## src/rtl/instr_loader.sv

```systemverilog
// -----------------------------------------------------------------------------
// instr_loader
//   Front end of the bit-serial CPU. Synchronises and debounces the push
//   button, then uses two button presses to assemble a 16-bit instruction
//   from the DIP-switch byte:
//     first press  : opcode <- ui_in[3:0], low operand nibble <- ui_in[7:4]
//     second press : instr  <- {ui_in, low operand nibble}
//   The completed instruction is offered to cpu_core through a one-entry
//   valid/ready holding register. If a completed instruction cannot be
//   stored, it is dropped and a sticky overflow flag is raised.
//
// Ports
//   clk          in   system clock, all state on rising edge
//   rst_n        in   asynchronous active-low reset
//   ui_in        in   [7:0]  DIP-switch data byte
//   btn_raw      in   raw bouncing push button (high = pressed)
//   abort        in   discard a partially assembled instruction
//   instr_ready  in   consumer takes the held instruction when valid
//   clr_overflow in   clear the overflow flag
//   instr_valid  out  holding register holds an unconsumed instruction
//   opcode       out  [3:0]  held opcode
//   instr        out  [11:0] held operand field {hi byte, lo nibble}
//   phase        out  0 = awaiting first byte, 1 = awaiting second byte
//   overflow     out  sticky: a completed instruction was dropped
//   btn_db       out  debounced button level
// -----------------------------------------------------------------------------
module instr_loader #(
   parameter int DEBOUNCE_CYCLES = 50000,
   parameter int CNT_W           = 16
) (
   input  logic        clk,
   input  logic        rst_n,
   input  logic [7:0]  ui_in,
   input  logic        btn_raw,
   input  logic        abort,
   input  logic        instr_ready,
   input  logic        clr_overflow,
   output logic        instr_valid,
   output logic [3:0]  opcode,
   output logic [11:0] instr,
   output logic        phase,
   output logic        overflow,
   output logic        btn_db
);

   localparam logic [CNT_W-1:0] CNT_LAST = CNT_W'(DEBOUNCE_CYCLES - 1);

   typedef enum logic {PH0 = 1'b0, PH1 = 1'b1} phase_t;

   logic             btn_s0, btn_s1;
   logic [CNT_W-1:0] db_cnt;
   logic             btn_db_d;
   logic             press;
   phase_t           state, state_nxt;
   logic             capture_lo, complete, load, drop;
   logic [3:0]       lo_op;
   logic [3:0]       lo_nib;

   // ---------------------------------------------------------------------------
   // Two-flop synchroniser and debounce counter. A level change is accepted
   // only after the synchronised input has differed from btn_db for
   // DEBOUNCE_CYCLES consecutive cycles; any return resets the count.
   // ---------------------------------------------------------------------------
   // NOTE: clocked state uses non-blocking assignments so every flop samples
   // the pre-edge value of every other flop, independent of statement order.
   always_ff @(posedge clk or negedge rst_n) begin
      if (!rst_n) begin
         btn_s0   <= 1'b0;
         btn_s1   <= 1'b0;
         db_cnt   <= '0;
         btn_db   <= 1'b0;
         btn_db_d <= 1'b0;
      end else begin
         btn_s0   <= btn_raw;
         btn_s1   <= btn_s0;
         btn_db_d <= btn_db;
         if (btn_s1 == btn_db) begin
            db_cnt <= '0;
         end else if (db_cnt == CNT_LAST) begin
            btn_db <= btn_s1;
            db_cnt <= '0;
         end else begin
            db_cnt <= db_cnt + CNT_W'(1);
         end
      end
   end

   // One-cycle strobe on the debounced rising edge; releases are ignored.
   assign press = btn_db & ~btn_db_d;

   // ---------------------------------------------------------------------------
   // Assembly FSM: state register / next state / outputs
   // ---------------------------------------------------------------------------
   always_ff @(posedge clk or negedge rst_n) begin
      if (!rst_n) state <= PH0;
      else        state <= state_nxt;
   end

   // NOTE: every signal assigned in a combinational block gets a default
   // first, so no path leaves it unassigned and no latch is inferred.
   always_comb begin
      state_nxt = state;
      if (abort) begin
         state_nxt = PH0;
      end else if (press) begin
         state_nxt = (state == PH0) ? PH1 : PH0;
      end
   end

   // abort takes priority over a press arriving in the same cycle.
   always_comb begin
      phase      = (state == PH1);
      capture_lo = (state == PH0) && press && !abort;
      complete   = (state == PH1) && press && !abort;
   end

   // A completed instruction fits if the slot is empty or is being emptied
   // on this very edge; otherwise it is lost.
   assign load = complete & (~instr_valid | instr_ready);
   assign drop = complete & instr_valid & ~instr_ready;

   // ---------------------------------------------------------------------------
   // First-byte fields, holding register and overflow flag
   // ---------------------------------------------------------------------------
   always_ff @(posedge clk or negedge rst_n) begin
      if (!rst_n) begin
         lo_op  <= '0;
         lo_nib <= '0;
      end else if (abort) begin
         lo_op  <= '0;
         lo_nib <= '0;
      end else if (capture_lo) begin
         lo_op  <= ui_in[3:0];
         lo_nib <= ui_in[7:4];
      end
   end

   always_ff @(posedge clk or negedge rst_n) begin
      if (!rst_n) begin
         instr_valid <= 1'b0;
         opcode      <= '0;
         instr       <= '0;
      end else if (load) begin
         instr_valid <= 1'b1;
         opcode      <= lo_op;
         instr       <= {ui_in, lo_nib};
      end else if (instr_valid && instr_ready) begin
         // Data fields keep their last value after consumption.
         instr_valid <= 1'b0;
      end
   end

   // A drop in the same cycle as clr_overflow leaves the flag set.
   always_ff @(posedge clk or negedge rst_n) begin
      if (!rst_n)            overflow <= 1'b0;
      else if (drop)         overflow <= 1'b1;
      else if (clr_overflow) overflow <= 1'b0;
   end

endmodule

```

## config.mk

```make
export PLATFORM = sky130hd
export DESIGN_NAME = instr_loader
export DESIGN_NICKNAME = d
export VERILOG_FILES = /design/src/rtl/instr_loader.sv
export SDC_FILE = /design/constraint.sdc
export NUM_CORES = 1
export LEC_CHECK = 0
export CAP_MARGIN = 20
export CELL_PAD_IN_SITES_DETAIL_PLACEMENT = 0
export CELL_PAD_IN_SITES_GLOBAL_PLACEMENT = 1
export CORE_UTILIZATION = 40
export CTS_BUF_LIST = sky130_fd_sc_hd__clkbuf_8
export DETAILED_ROUTE_END_ITERATION = 10
export GPL_TIMING_DRIVEN = 0
export PLACE_DENSITY = 0.81
export SYNTH_ARGS = -nofsm -noshare
export SYNTH_HDL_FRONTEND = slang
export SYNTH_SLANG_ARGS = --single-unit
```

## constraint.sdc

```tcl
create_clock -name clk -period 1.85 [get_ports clk]
set_input_delay 0.37 -clock clk [delete_from_list [all_inputs] [get_ports clk]]
set_output_delay 0.37 -clock clk [all_outputs]
set_load 0.05 [all_outputs]
```

; After elaboration in Yosys (flattened, before gate mapping)
; Cells that the tools add are included.
[classes]
addsub = 1
eq_ne = 2
n_mux = 13
bitwise_logic = 10
n_reduce_logical = 11
[ops]
columns = operator, count
row1 = 2-to-1 mux 16 bit, 2
row2 = adder 16 x 1 -> 16 bit (second input constant), 1
row3 = equality test 16 bit (second input constant), 1
row4 = 2-to-1 mux 4 bit, 4
row5 = nonzero test 2 bit, 4
row6 = 2-to-1 mux 1 bit, 7
row7 = logical AND 1 bit, 5
row8 = inverter 1 bit, 5
row9 = bitwise AND 1 bit, 4
row10 = AND reduction 2 bit, 1
row11 = equality test 1 bit, 1
row12 = logical NOT 1 bit, 1
row13 = OR 1 bit, 1
[totals]
register_bits = 47
inputBits = 14
out_inout_bits = 20
elab_cells = 49

; Longest topological paths before layout
[depth]
depth_word = 7
mapped_depth = 6

; Least setup slack after synthesis
; No wires, ideal clock.
[synth_timing]
path_kind = register to register
startpoint = register btn_db
endpoint = register instr[10]
arrival_ns = 1.925
required_ns = 1.725
path_slack_ns = -0.200
path_stages_with_launch = 7
path_buffers = 2
path_cell_list = dfrtp_1 nand2b_2 or3b_4 nand2b_4 buf_6 buf_12 mux2_4
[synth_via]
elab_chain_cells = 4
[synth_rtl]
columns = item, line
row1 = from (decl), 43  ; output logic btn_db
row2 = from (signal assigned), 80  ; btn_db <= btn_s1;
row3 = bitwise AND 1 bit, 89  ; assign press = btn_db & ~btn_db_d;
row4 = logical AND 1 bit (2 in a row), 114  ; complete = (state == PH1) && press && !abort;
row5 = bitwise AND 1 bit, 119  ; assign load = complete & (~instr_valid | instr_ready);
row6 = to (signal assigned), 146  ; instr <= {ui_in, lo_nib};
row7 = to (decl), 40  ; output logic [11:0] instr,
; Every way passes these cells.
; A chain may end at the register's enable or synchronous reset.

; Worst setup path after layout
[layout_timing]
startpoint = register btn_db_d
endpoint = register instr[6]
[layout_via]
elab_chain_cells = 5
[layout_rtl]
columns = item, line
row1 = from (decl), 52  ; logic btn_db_d;
row2 = from (signal assigned), 76  ; btn_db_d <= btn_db;
row3 = inverter 1 bit, 89
row4 = bitwise AND 1 bit, 89
row5 = logical AND 1 bit (2 in a row), 114
row6 = bitwise AND 1 bit, 119
; Every way passes these cells.

==> summary.md <==
| Metric | Value |
|---|---|
| Remaining DRCs | `0` |
| DR vias | `1317` |
| Initial antenna violation count | `0` |
| Largest net degree at the start of global routing | `37` |
| CP Launch Type | `flip-flop` |
| Critical Path Sink Type | `flip-flop` |
| RSZ-0062 raised after global routing | `no` |
| Sequential fraction of the synthesis area | `58.5%` |
| Diode count | `0` |
| Longest Clk Path Bufs | `2` |
| Commonest cells in the netlist | `dfrtp_1, nor2_1, mux2_4, xnor2_1, mux2i_1` |
| Synth cell types | `31` |
| Type of the worst min-delay path | `reg2reg` |
| Largest area contributor in the netlist | `dfrtp_1` |
| Final min period | `about 1.7 ns` |
| Cell Count, Final, Fillers Out | `between 200 and 300` |
| Clock latency on the worst-skew pair | `0.30 ns` |
| Pre-CTS setup slack | `-0.212 ns` |
| Drt wl/cell | `14.0 microns` |
| PortBufs | `32` |
| Final-stage net count | `216` |
| Primary FF master, synth | `dfrtp_1` |
| Peak Freq | `573 MHz` |
| EDFF count, synth | `0` |
| Maximum fanout along the worst path | `10` |
| Via/cell ratio | `roughly 5` |
| CTS tree | `yes` |
| Gr ovfl total | `0` |
| Detailed Place HPWL | `approximately 2700 microns` |
| First drt pass iteration count | `4` |
| Mean Syn Cell Area | `12.8 sq um` |
| Core Area | `4790 sq um` |
| Die Wd | `72.9 microns` |
| 1st-iter DRT viols | `84` |
| Worst clock skew | `0.00768 ns` |
| Area delta synth->final | `30.4%` |
| # IOs | `34` |
| Setup CP Type | `reg2reg` |
| Post-synth top area share | `58.5%` |
| Cells after Synth | `157` |
| Syn nets | `172` |
| Starting Density | `42.0%` |
| WL final | `3760 microns` |
| Slew Viols, Final | `0` |
| Outcome | `finished, final reports clean` |
| Layout cells sized above 1 | `approximately a fifth` |
| Cell at the root of the clock tree | `clkbuf_8` |
| Final hold vios | `0` |
| GRT Util Overall | `16.0%` |
| YS warnings | `0` |
| Vias in the first global route | `approximately 1400` |
| Worst EP arrival | `a little under 2 ns` |
| Height of the die | `72.9 microns` |
| First-pass GRT wire length | `6420 microns` |
| Row cnt | `25` |
| Final ANT Viol Nets | `0` |
| Final Wtd Congestion | `between 0.7 and 0.8` |
| Final period util | `between 90% and 100%` |
| Worst-path clk slew | `0.08 ns` |
| Number of max-cap violations | `0` |
| Required time worst endpoint | `2.03 ns` |
| Setup-failing EPs final | `0` |
| P per Cell Area | `720 nW/um^2` |
| Htree depth | `2` |
| Leakage | `~0.0014 uW` |
| CTS Sinks | `47` |
| Fill count | `399` |
| Setup slack after layout | `0.105 ns` |
| Yosys reg bits | `47` |
| Relative slew slack | `a little over three fifths` |
| Least-Margin Pin Slew | `around 0.56 ns` |
| Synthesized area | `2010 sq um` |
| CTS Buf Count | `5` |
| Die area | `~5300 sq um` |
| Top-count cell post-synth | `dfrtp_1` |
| Worst VDD drop | `565 uV` |
| Ys async rst share | `100%` |
| DP Cell Count | `257` |
| Dominant cells by area after synthesis | `dfrtp_1, mux2_4, nor2_1, mux2i_1, mux2_2` |
cell families (layout without fill, tap and decap cells):
family          count (synthesis)  after routing  share of synthesized area, %
compound gates                  3              3                         0.996
xor+xnor                       15             15                          6.53
fa+ha+maj                       1              1                         0.622
buf+inv                         8             53                          2.68
flops                          47             47                          58.5
mux                            25             25                          15.4
simple gates                   58             58                          15.3
what timing repair did:
action,4_1_cts,5_1_grt
gates resized for setup,9,15
buffers inserted,1,2
gates cloned,0,0
endpoints found under the setup margin,17,24
pin swaps,0,1
endpoints found under the hold margin,11,0
hold buffers,1,0
state kept, by name, indices dropped and copies added, names as in the netlist:
name	count
lo_nib	4
instr	12
db_cnt	16
btn_db	1
phase	1
opcode	4
overflow	1
btn_s0	1
btn_s1	1
btn_db_d	1
lo_op	4
instr_valid	1
routing by layer:
metal	global-route usage [%]	part of all wire (%)	routed length, microns	up-vias
li1	-	-	-	622
met1	19.9	43	1600	652
met2	25.3	51	1910	36
met3	5.39	4.9	183	7
met4	6.97	1.8	68	0
met5	0	0	0	-
path summary, 6_finish.rpt:
path | start | endpoint | slack [ns] | cells after the start
setup / recovery | btn_db_d | instr[6] | 0.11 | 6
hold / removal | btn_s0 | btn_s1 | 0.35 | 0
setup reg to reg | btn_db_d | instr[6] | 0.11 | 6
hold reg to reg | btn_s0 | btn_s1 | 0.35 | 0
max in group asynchronous | rst_n | instr[0] | 0.87 | 3
min in group asynchronous | rst_n | db_cnt[2] | 0.50 | 2
per-stage QoR:
stage | TNS, ns | hold slack [ns] | cell area [sq um] | util, % | total power (uW)
floorplan | 0 | 0.0744 | 2020 | - | 1080
global placement | -38.47 | 0.335 | 2420 | 50.6 | 1130
detailed placement | -2.92 | 0.275 | 2440 | 50.9 | 1140
CTS | 0 | 0.354 | 2570 | 53.6 | 1900
global route | 0 | 0.364 | 2620 | 54.8 | 1950
finish | 0 | 0.352 | 2620 | 54.8 | 1890
worst max-delay path: stages, from the launching register on:
cell      delay (ns)
dfrtp_1         0.37
nand2b_4        0.15
or3b_4          0.38
nand2b_4        0.15
buf_6           0.14
buf_12          0.15
mux2_4          0.29
layout make-up:
class	count	area, sq um	area share (%)
Sequential cell	47	1180	44.9
Multi-Input combinational cell	102	793	30.2
Timing Repair Buffer	37	392	14.9
Tap cell	67	83.8	3.20
Clock buffer	6	82.6	3.15
Buffer	4	42.5	1.62
Clock inverter	2	35.0	1.34
Inverter	4	15.0	0.573
report_power, final:
group          leakage, uW  total (uW)  internal (uW)  switching, uW
logic             0.000726        75.2           35.4           39.9
registers         0.000646        1040           1030           7.82
clock network    0.0000612         772            437            334
total              0.00143        1890           1510            382
layout by cell type (no fill, tap or decap), drive strengths merged, types with 3 or more instances in the layout:
cell type      instances
clkdlybuf4s50         11
buf                    7
dfrtp                 47
dlymetal6s2s          13
nor3                   5
mux2i                  8
nand2b                 4
nor2                  26
clkbuf                 8
xor2                   6
nand3                  3
nand2                  6
nand4                  4
inv                    4
mux2                  17
xnor2                  9
dlygate4sd2            7
(Power assumes the default switching activity.)
